### src/rtl/riscv_pkg.sv
// Shared RV M-extension definitions for the execute-stage multiply/divide unit.
// Provides the funct3 encodings, the iterative unit's state type, the default
// datapath width and small decode helpers for operand signedness.
package riscv_pkg;

  localparam int unsigned XLEN_DEFAULT = 32;

  localparam logic [2:0] F3_MUL    = 3'b000;
  localparam logic [2:0] F3_MULH   = 3'b001;
  localparam logic [2:0] F3_MULHSU = 3'b010;
  localparam logic [2:0] F3_MULHU  = 3'b011;
  localparam logic [2:0] F3_DIV    = 3'b100;
  localparam logic [2:0] F3_DIVU   = 3'b101;
  localparam logic [2:0] F3_REM    = 3'b110;
  localparam logic [2:0] F3_REMU   = 3'b111;

  typedef enum logic [1:0] {
    MD_IDLE = 2'd0,
    MD_CALC = 2'd1,
    MD_DONE = 2'd2
  } muldiv_state_e;

  // MUL keeps only the low half, which is sign-agnostic, so it runs unsigned.
  function automatic logic f3_signed_a(input logic [2:0] f);
    return (f == F3_MULH) || (f == F3_MULHSU) || (f == F3_DIV) || (f == F3_REM);
  endfunction

  function automatic logic f3_signed_b(input logic [2:0] f);
    return (f == F3_MULH) || (f == F3_DIV) || (f == F3_REM);
  endfunction

endpackage

### src/rtl/muldiv_iter_step.sv
// Combinational radix-2^BITS_PER_CYCLE step of the iterative multiply/divide.
// Ports:
//   i_div   : 0 = shift-add multiply, 1 = restoring divide
//   i_acc   : multiply {partial hi, multiplier lo}; divide {R, Q}
//   i_opnd  : multiplicand (multiply) or divisor (divide), magnitudes only
//   o_acc   : accumulator after BITS_PER_CYCLE retired bits
module muldiv_iter_step
  import riscv_pkg::*;
#(
  parameter int unsigned XLEN           = XLEN_DEFAULT,
  parameter int unsigned BITS_PER_CYCLE = 1
) (
  input  logic              i_div,
  input  logic [2*XLEN-1:0] i_acc,
  input  logic [XLEN-1:0]   i_opnd,
  output logic [2*XLEN-1:0] o_acc
);

  logic [2*XLEN-1:0] w_acc;
  logic [2*XLEN-1:0] w_shift;
  logic [XLEN:0]     w_sum;
  logic [XLEN:0]     w_trial;
  logic [XLEN:0]     w_diff;

  always_comb begin
    w_acc   = i_acc;
    w_shift = '0;
    w_sum   = '0;
    w_trial = '0;
    w_diff  = '0;
    for (int unsigned i = 0; i < BITS_PER_CYCLE; i++) begin
      if (i_div) begin
        // R < divisor always holds, so the shifted remainder needs one extra
        // bit only for the trial subtract; a negative diff shows in the MSB.
        w_trial = {w_acc[2*XLEN-1:XLEN], w_acc[XLEN-1]};
        w_diff  = w_trial - {1'b0, i_opnd};
        w_shift = {w_acc[2*XLEN-2:0], 1'b0};
        if (!w_diff[XLEN]) begin
          w_acc = {w_diff[XLEN-1:0], w_shift[XLEN-1:1], 1'b1};
        end else begin
          w_acc = w_shift;
        end
      end else begin
        // Multiplier is consumed LSB-first from the low half while the
        // product fills in from the top; carry lands in bit 2*XLEN-1.
        w_sum = {1'b0, w_acc[2*XLEN-1:XLEN]} + (w_acc[0] ? {1'b0, i_opnd} : '0);
        w_acc = {w_sum, w_acc[XLEN-1:1]};
      end
    end
    o_acc = w_acc;
  end

endmodule

### src/rtl/muldiv_unit.sv
// Iterative RV32M/RV64M multiply/divide unit for the execute stage.
// Latches forwarded operands, iterates XLEN/BITS_PER_CYCLE cycles, and stalls
// the pipeline until the one-cycle result pulse. Divide-by-zero and signed
// overflow finish in one cycle.
// Ports:
//   clk, rst                : clock, synchronous active-high reset
//   valid_i                 : M-op present in execute (held while stall_o)
//   funct3_i, op_a_i, op_b_i, rd_i : operation, operands, destination
//   flush_i                 : kill in-flight op
//   stall_o                 : freeze front-end pipeline registers
//   busy_o                  : not idle
//   result_valid_o          : one-cycle pulse with result_o / rd_o
//   result_o, rd_o          : result and its destination (held between pulses)
module muldiv_unit
  import riscv_pkg::*;
#(
  parameter int unsigned XLEN           = XLEN_DEFAULT,
  parameter int unsigned BITS_PER_CYCLE = 1
) (
  input  logic            clk,
  input  logic            rst,
  input  logic            valid_i,
  input  logic [2:0]      funct3_i,
  input  logic [XLEN-1:0] op_a_i,
  input  logic [XLEN-1:0] op_b_i,
  input  logic [4:0]      rd_i,
  input  logic            flush_i,
  output logic            stall_o,
  output logic            busy_o,
  output logic            result_valid_o,
  output logic [XLEN-1:0] result_o,
  output logic [4:0]      rd_o
);

  localparam int unsigned     N        = XLEN / BITS_PER_CYCLE;
  localparam int unsigned     CW       = $clog2(N) + 1;
  localparam logic [CW-1:0]   CNT_LAST = CW'(N - 1);
  localparam logic [XLEN-1:0] MOST_NEG = {1'b1, {(XLEN-1){1'b0}}};

  muldiv_state_e     r_state;
  logic [CW-1:0]     r_cnt;
  logic [2*XLEN-1:0] r_acc;
  logic [XLEN-1:0]   r_opnd;
  logic [2:0]        r_f3;
  logic              r_neg_q;
  logic              r_neg_r;
  logic [4:0]        r_rd;
  logic [4:0]        r_rd_out;
  logic [XLEN-1:0]   r_result;
  logic              r_result_valid;

  logic              w_sgn_a;
  logic              w_sgn_b;
  logic [XLEN-1:0]   w_abs_a;
  logic [XLEN-1:0]   w_abs_b;
  logic              w_div_zero;
  logic              w_ovf;
  logic [XLEN-1:0]   w_fast_res;
  logic [2*XLEN-1:0] w_step_acc;
  logic [2*XLEN-1:0] w_prod_neg;
  logic [XLEN-1:0]   w_lo_neg;
  logic [XLEN-1:0]   w_hi_neg;
  logic [XLEN-1:0]   w_final;

  assign w_sgn_a    = f3_signed_a(funct3_i) & op_a_i[XLEN-1];
  assign w_sgn_b    = f3_signed_b(funct3_i) & op_b_i[XLEN-1];
  assign w_abs_a    = w_sgn_a ? -op_a_i : op_a_i;
  assign w_abs_b    = w_sgn_b ? -op_b_i : op_b_i;
  assign w_div_zero = funct3_i[2] & (op_b_i == '0);
  assign w_ovf      = ((funct3_i == F3_DIV) | (funct3_i == F3_REM)) &
                      (op_a_i == MOST_NEG) & (op_b_i == '1);

  // funct3[1] separates REM/REMU from DIV/DIVU within the divide group.
  always_comb begin
    w_fast_res = '0;
    if (w_div_zero) begin
      w_fast_res = funct3_i[1] ? op_a_i : '1;
    end else begin
      w_fast_res = funct3_i[1] ? '0 : op_a_i;
    end
  end

  muldiv_iter_step #(
    .XLEN          (XLEN),
    .BITS_PER_CYCLE(BITS_PER_CYCLE)
  ) u_step (
    .i_div (r_f3[2]),
    .i_acc (r_acc),
    .i_opnd(r_opnd),
    .o_acc (w_step_acc)
  );

  // Result is formed from the last step's output so it can be registered on
  // the CALC->DONE edge. High-half products negate the full 2*XLEN value.
  assign w_prod_neg = -w_step_acc;
  assign w_lo_neg   = -w_step_acc[XLEN-1:0];
  assign w_hi_neg   = -w_step_acc[2*XLEN-1:XLEN];

  always_comb begin
    w_final = '0;
    case (r_f3)
      F3_MUL:                       w_final = w_step_acc[XLEN-1:0];
      F3_MULH, F3_MULHSU, F3_MULHU: w_final = r_neg_q ? w_prod_neg[2*XLEN-1:XLEN]
                                                      : w_step_acc[2*XLEN-1:XLEN];
      F3_DIV, F3_DIVU:              w_final = r_neg_q ? w_lo_neg : w_step_acc[XLEN-1:0];
      default:                      w_final = r_neg_r ? w_hi_neg : w_step_acc[2*XLEN-1:XLEN];
    endcase
  end

  always_ff @(posedge clk) begin
    if (rst) begin
      r_state        <= MD_IDLE;
      r_cnt          <= '0;
      r_acc          <= '0;
      r_opnd         <= '0;
      r_f3           <= '0;
      r_neg_q        <= 1'b0;
      r_neg_r        <= 1'b0;
      r_rd           <= '0;
      r_rd_out       <= '0;
      r_result       <= '0;
      r_result_valid <= 1'b0;
    end else if (flush_i) begin
      r_state        <= MD_IDLE;
      r_cnt          <= '0;
      r_result_valid <= 1'b0;
    end else begin
      case (r_state)
        MD_IDLE: begin
          if (valid_i) begin
            r_f3  <= funct3_i;
            r_rd  <= rd_i;
            r_cnt <= '0;
            if (w_div_zero | w_ovf) begin
              r_result       <= w_fast_res;
              r_rd_out       <= rd_i;
              r_result_valid <= 1'b1;
              r_state        <= MD_DONE;
            end else begin
              r_neg_q <= w_sgn_a ^ w_sgn_b;
              r_neg_r <= w_sgn_a;
              if (funct3_i[2]) begin
                r_acc  <= {{XLEN{1'b0}}, w_abs_a};
                r_opnd <= w_abs_b;
              end else begin
                r_acc  <= {{XLEN{1'b0}}, w_abs_b};
                r_opnd <= w_abs_a;
              end
              r_state <= MD_CALC;
            end
          end
        end
        MD_CALC: begin
          r_acc <= w_step_acc;
          r_cnt <= r_cnt + 1'b1;
          if (r_cnt == CNT_LAST) begin
            r_result       <= w_final;
            r_rd_out       <= r_rd;
            r_result_valid <= 1'b1;
            r_state        <= MD_DONE;
          end
        end
        MD_DONE: begin
          r_result_valid <= 1'b0;
          r_state        <= MD_IDLE;
        end
        default: r_state <= MD_IDLE;
      endcase
    end
  end

  assign stall_o        = !flush_i & (((r_state == MD_IDLE) & valid_i) | (r_state == MD_CALC));
  assign busy_o         = (r_state != MD_IDLE);
  assign result_valid_o = r_result_valid & !flush_i;
  assign result_o       = r_result;
  assign rd_o           = r_rd_out;

endmodule

### config.mk
export PLATFORM = sky130hd
export DESIGN_NAME = muldiv_unit
export DESIGN_NICKNAME = d
export VERILOG_FILES = /design/src/rtl/riscv_pkg.sv /design/src/rtl/muldiv_iter_step.sv /design/src/rtl/muldiv_unit.sv
export SDC_FILE = /design/constraint.sdc
export NUM_CORES = 1
export LEC_CHECK = 0
export ABC_AREA = 1
export CORE_UTILIZATION = 50
export DETAILED_ROUTE_END_ITERATION = 8
export PLACE_DENSITY = 0.68
export RECOVER_POWER = 25
export SLEW_MARGIN = 20
export SYNTH_ARGS = -nofsm -noshare
export SYNTH_HDL_FRONTEND = slang
export SYNTH_SLANG_ARGS = --single-unit
### constraint.sdc
create_clock -name clk -period 6.32 [get_ports clk]
set_input_delay 0.632 -clock clk [delete_from_list [all_inputs] [get_ports clk]]
set_output_delay 0.632 -clock clk [all_outputs]
set_load 0.05 [all_outputs]
==> run metrics <==
# hold bufs at CTS=0; GR Util All Layers=44.5%; filler instances=3854; share of cells above drive strength 1=7.71%; Routed wire per std cell=~23 um; post-synthesis cell type count=66; largest net degree at the start of global routing=a little under 80; Final Wtd Congestion=1.07; CORE AREA=between 0.03 and 0.04 mm2; initial antenna violation count=4; asr flop ratio synth=0%; Final Non-Filler Cells=3828; CTS Sinks=152; register area=slightly above 0.003 mm2; pwr dens=~180 mW/mm2; drt via density=between 6 and 7; Initial Utilization=50.9%; die area=0.0381 mm2; Final Hold Viols=0; crit path capture type=register; outcome=finished, violations left; Max-slew headroom=-10.4%; worst vdd rail ir drop=0.223 mV; maximum net fanout on the critical path=29; die span in x=195 um; synthesis-stage register bit count=152; total gr overflow=0; EDFF count, synth=0; Slew @ Worst Pin=between 1.5 and 2 ns; Top FF cell, synth=dfxtp_1; n_diodes=0; clock-pin transition on the worst setup and hold timing paths=approximately 0.070 ns; clock tree buffer depth=2; Worst path most repeated cell=nand2_1; first-pass GRT wire length=approximately 130 mm; Syn Nets=3468; Layout Nets=3496; Post-Syn Instances=3320; max-cap violations=1; synthesized area per cell=5.63 um2; RSZ-0062 raised after global routing=no; Synth area leader=nand2_1; drt total wl=86.3 mm; final slew viol count=22; Hold Path Class=reg -> reg; Setup Total Neg Slack=0 ns; register area share after synthesis=16.3%; First-pass DRT Iterations=7; slowest CP cell=o21ai_0; Critical Path Source Type=register; TritonCTS Buffers=17; Initial DRC Count=2716; clk_lat worst skew=0.48 ns; synth-to-layout area growth=10.3%; CTS Root Cell=clkbuf_16; top cell type's share of synthesized area=18.8%; Tcrit/Tclk final=between 70% and 80%; Tmin final=between 4 and 5 ns; # DRC=0; vias in the first global route=~22000; CP arrival=5.30 ns; failing checks=capacitance limit, slew limit; total number of H-tree levels=4; highest clock rate=201 MHz; Ports=116; Setup-failing EPs final=0; Setup Skew=~0.023 ns; Std-Cell Rows=70; Antenna Nets Post-Route=0; via count=23200; Multi-input gate area=0.0133 mm2; mapped cell area=about 0.019 mm2; Synth area leaders=nand2_1, dfxtp_1, inv_1; Worst path max stage delay=0.42 ns; Cells after DPL=3797; Post-DP HPWL=between 60 and 70 mm; critical path class=reg -> reg; most common cell after layout, fill and taps aside=nand2_1; IO Port Bufs=115; Die Y=195 um; TritonCTS clock tree=yes; Leakage Power=10.2 nW; Ys Warns=0; commonest non-fill, non-tap cells in the layout=nand2_1, inv_1, nor2_1, a21oi_1, o21ai_0; post-CTS sizing=0; CP required=6.65 ns; post-CTS setup buffers=0; Final Core Density=between 50% and 60%
[registers in the layout, indices dropped and copies added (netlist names)]
name	count
r_acc	64
r_cnt	6
r_f3	3
r_neg_q	1
r_neg_r	1
r_opnd	32
r_rd	5
r_result_valid	1
r_state	2
rd_o	5
result_o	32
[where the power goes]
group	internal [mW]	leakage [nW]	switching (mW)
registers	1.01	1.24	0.0546
clock network	0.637	0.294	0.510
logic	0.445	8.64	1.14
[cells by family after synthesis]
kind of cell,share of synthesized area [%]
and+or+nand+nor,40.9
adders and majority gates,4.90
DFF,16.3
AOI/OAI and AO/OA,21.1
xor gates and xnor gates,4.17
buffers and inverters,12.7
[through the flow]
| stage | cell area (um2) | hold slack (ns) | power, mW | worst slack [ns] |
|---|---|---|---|---|
| 2_1_floorplan | 18700 | 0.445 | 2.10 | 2.48 |
| 3_3_place_gp | 20000 | 0.457 | 2.58 | 1.69 |
| 3_5_place_dp | 20000 | 0.463 | 2.60 | 1.53 |
| 4_1_cts | 20600 | 0.475 | 3.71 | 1.53 |
| 5_1_grt | 20600 | 0.485 | 3.92 | 1.08 |
| 6_report | 20600 | 0.473 | 3.79 | 1.35 |
[critical path, delay by kind of cell (launching register included)]
kind,cells,cell delay (ns)
compound gates,4,0.92
fa+ha+maj,3,0.75
buf+inv,3,0.28
flops,1,0.33
simple gates,21,2.53
[layer usage]
| metal | track usage, % | share of wire (%) | vias to the layer above |
|---|---|---|---|
| met5 | 0 | 0.022 | - |
| met3 | 8.03 | 9.7 | 372 |
| met1 | 52.2 | 37 | 10600 |
| met4 | 33.1 | 8.5 | 4 |
| met2 | 72.7 | 44 | 1411 |
| li1 | - | - | 10800 |
[area by class of cell]
cell class / instances / share of cell area [%]
Sequential cell: 152 / 14.8
Multi-Input combinational cell: 2572 / 64.4
Clock inverter: 9 / 0.540
Timing Repair Buffer: 144 / 6.57
Tap cell: 468 / 2.84
Clock buffer: 22 / 2.40
Inverter: 461 / 8.41
[worst paths after layout]
kind,start,to,slack [ns],depth (start not counted)
max,r_acc[31],result_o[6],1.35,31
min,result_o[9],result_o[9],0.47,2
max reg2reg,r_acc[31],result_o[6],1.35,31
min reg2reg,result_o[9],result_o[9],0.47,2
[Yosys cell counts (4+ instances only)]
| library cell | number |
|---|---|
| a21oi_1 | 255 |
| clkinv_1 | 4 |
| a21boi_1 | 13 |
| a21oi_2 | 12 |
| o21bai_1 | 15 |
| nor2_1 | 309 |
| nor3_1 | 37 |
| dfxtp_1 | 152 |
| nor2_4 | 13 |
| nand3_1 | 221 |
| o21ai_2 | 8 |
| o21ai_0 | 228 |
| or2_2 | 7 |
| o21ai_1 | 23 |
| nand2_4 | 19 |
| buf_1 | 14 |
| o211ai_1 | 30 |
| xor2_1 | 69 |
| nor2_2 | 21 |
| nand2_1 | 938 |
| nand3_2 | 17 |
| xnor2_1 | 20 |
| a211oi_1 | 16 |
| clkbuf_1 | 91 |
| a21o_1 | 10 |
| inv_1 | 436 |
| a21boi_0 | 4 |
| a221oi_1 | 6 |
| nand3b_1 | 17 |
| buf_6 | 8 |
| buf_4 | 5 |
| o21a_1 | 4 |
| buf_2 | 15 |
| nor4_1 | 13 |
| ha_1 | 70 |
| nand4_1 | 35 |
| a31oi_1 | 47 |
| nand2_2 | 58 |
| inv_2 | 20 |
Note: power is estimated with default switching activity, not from simulation.
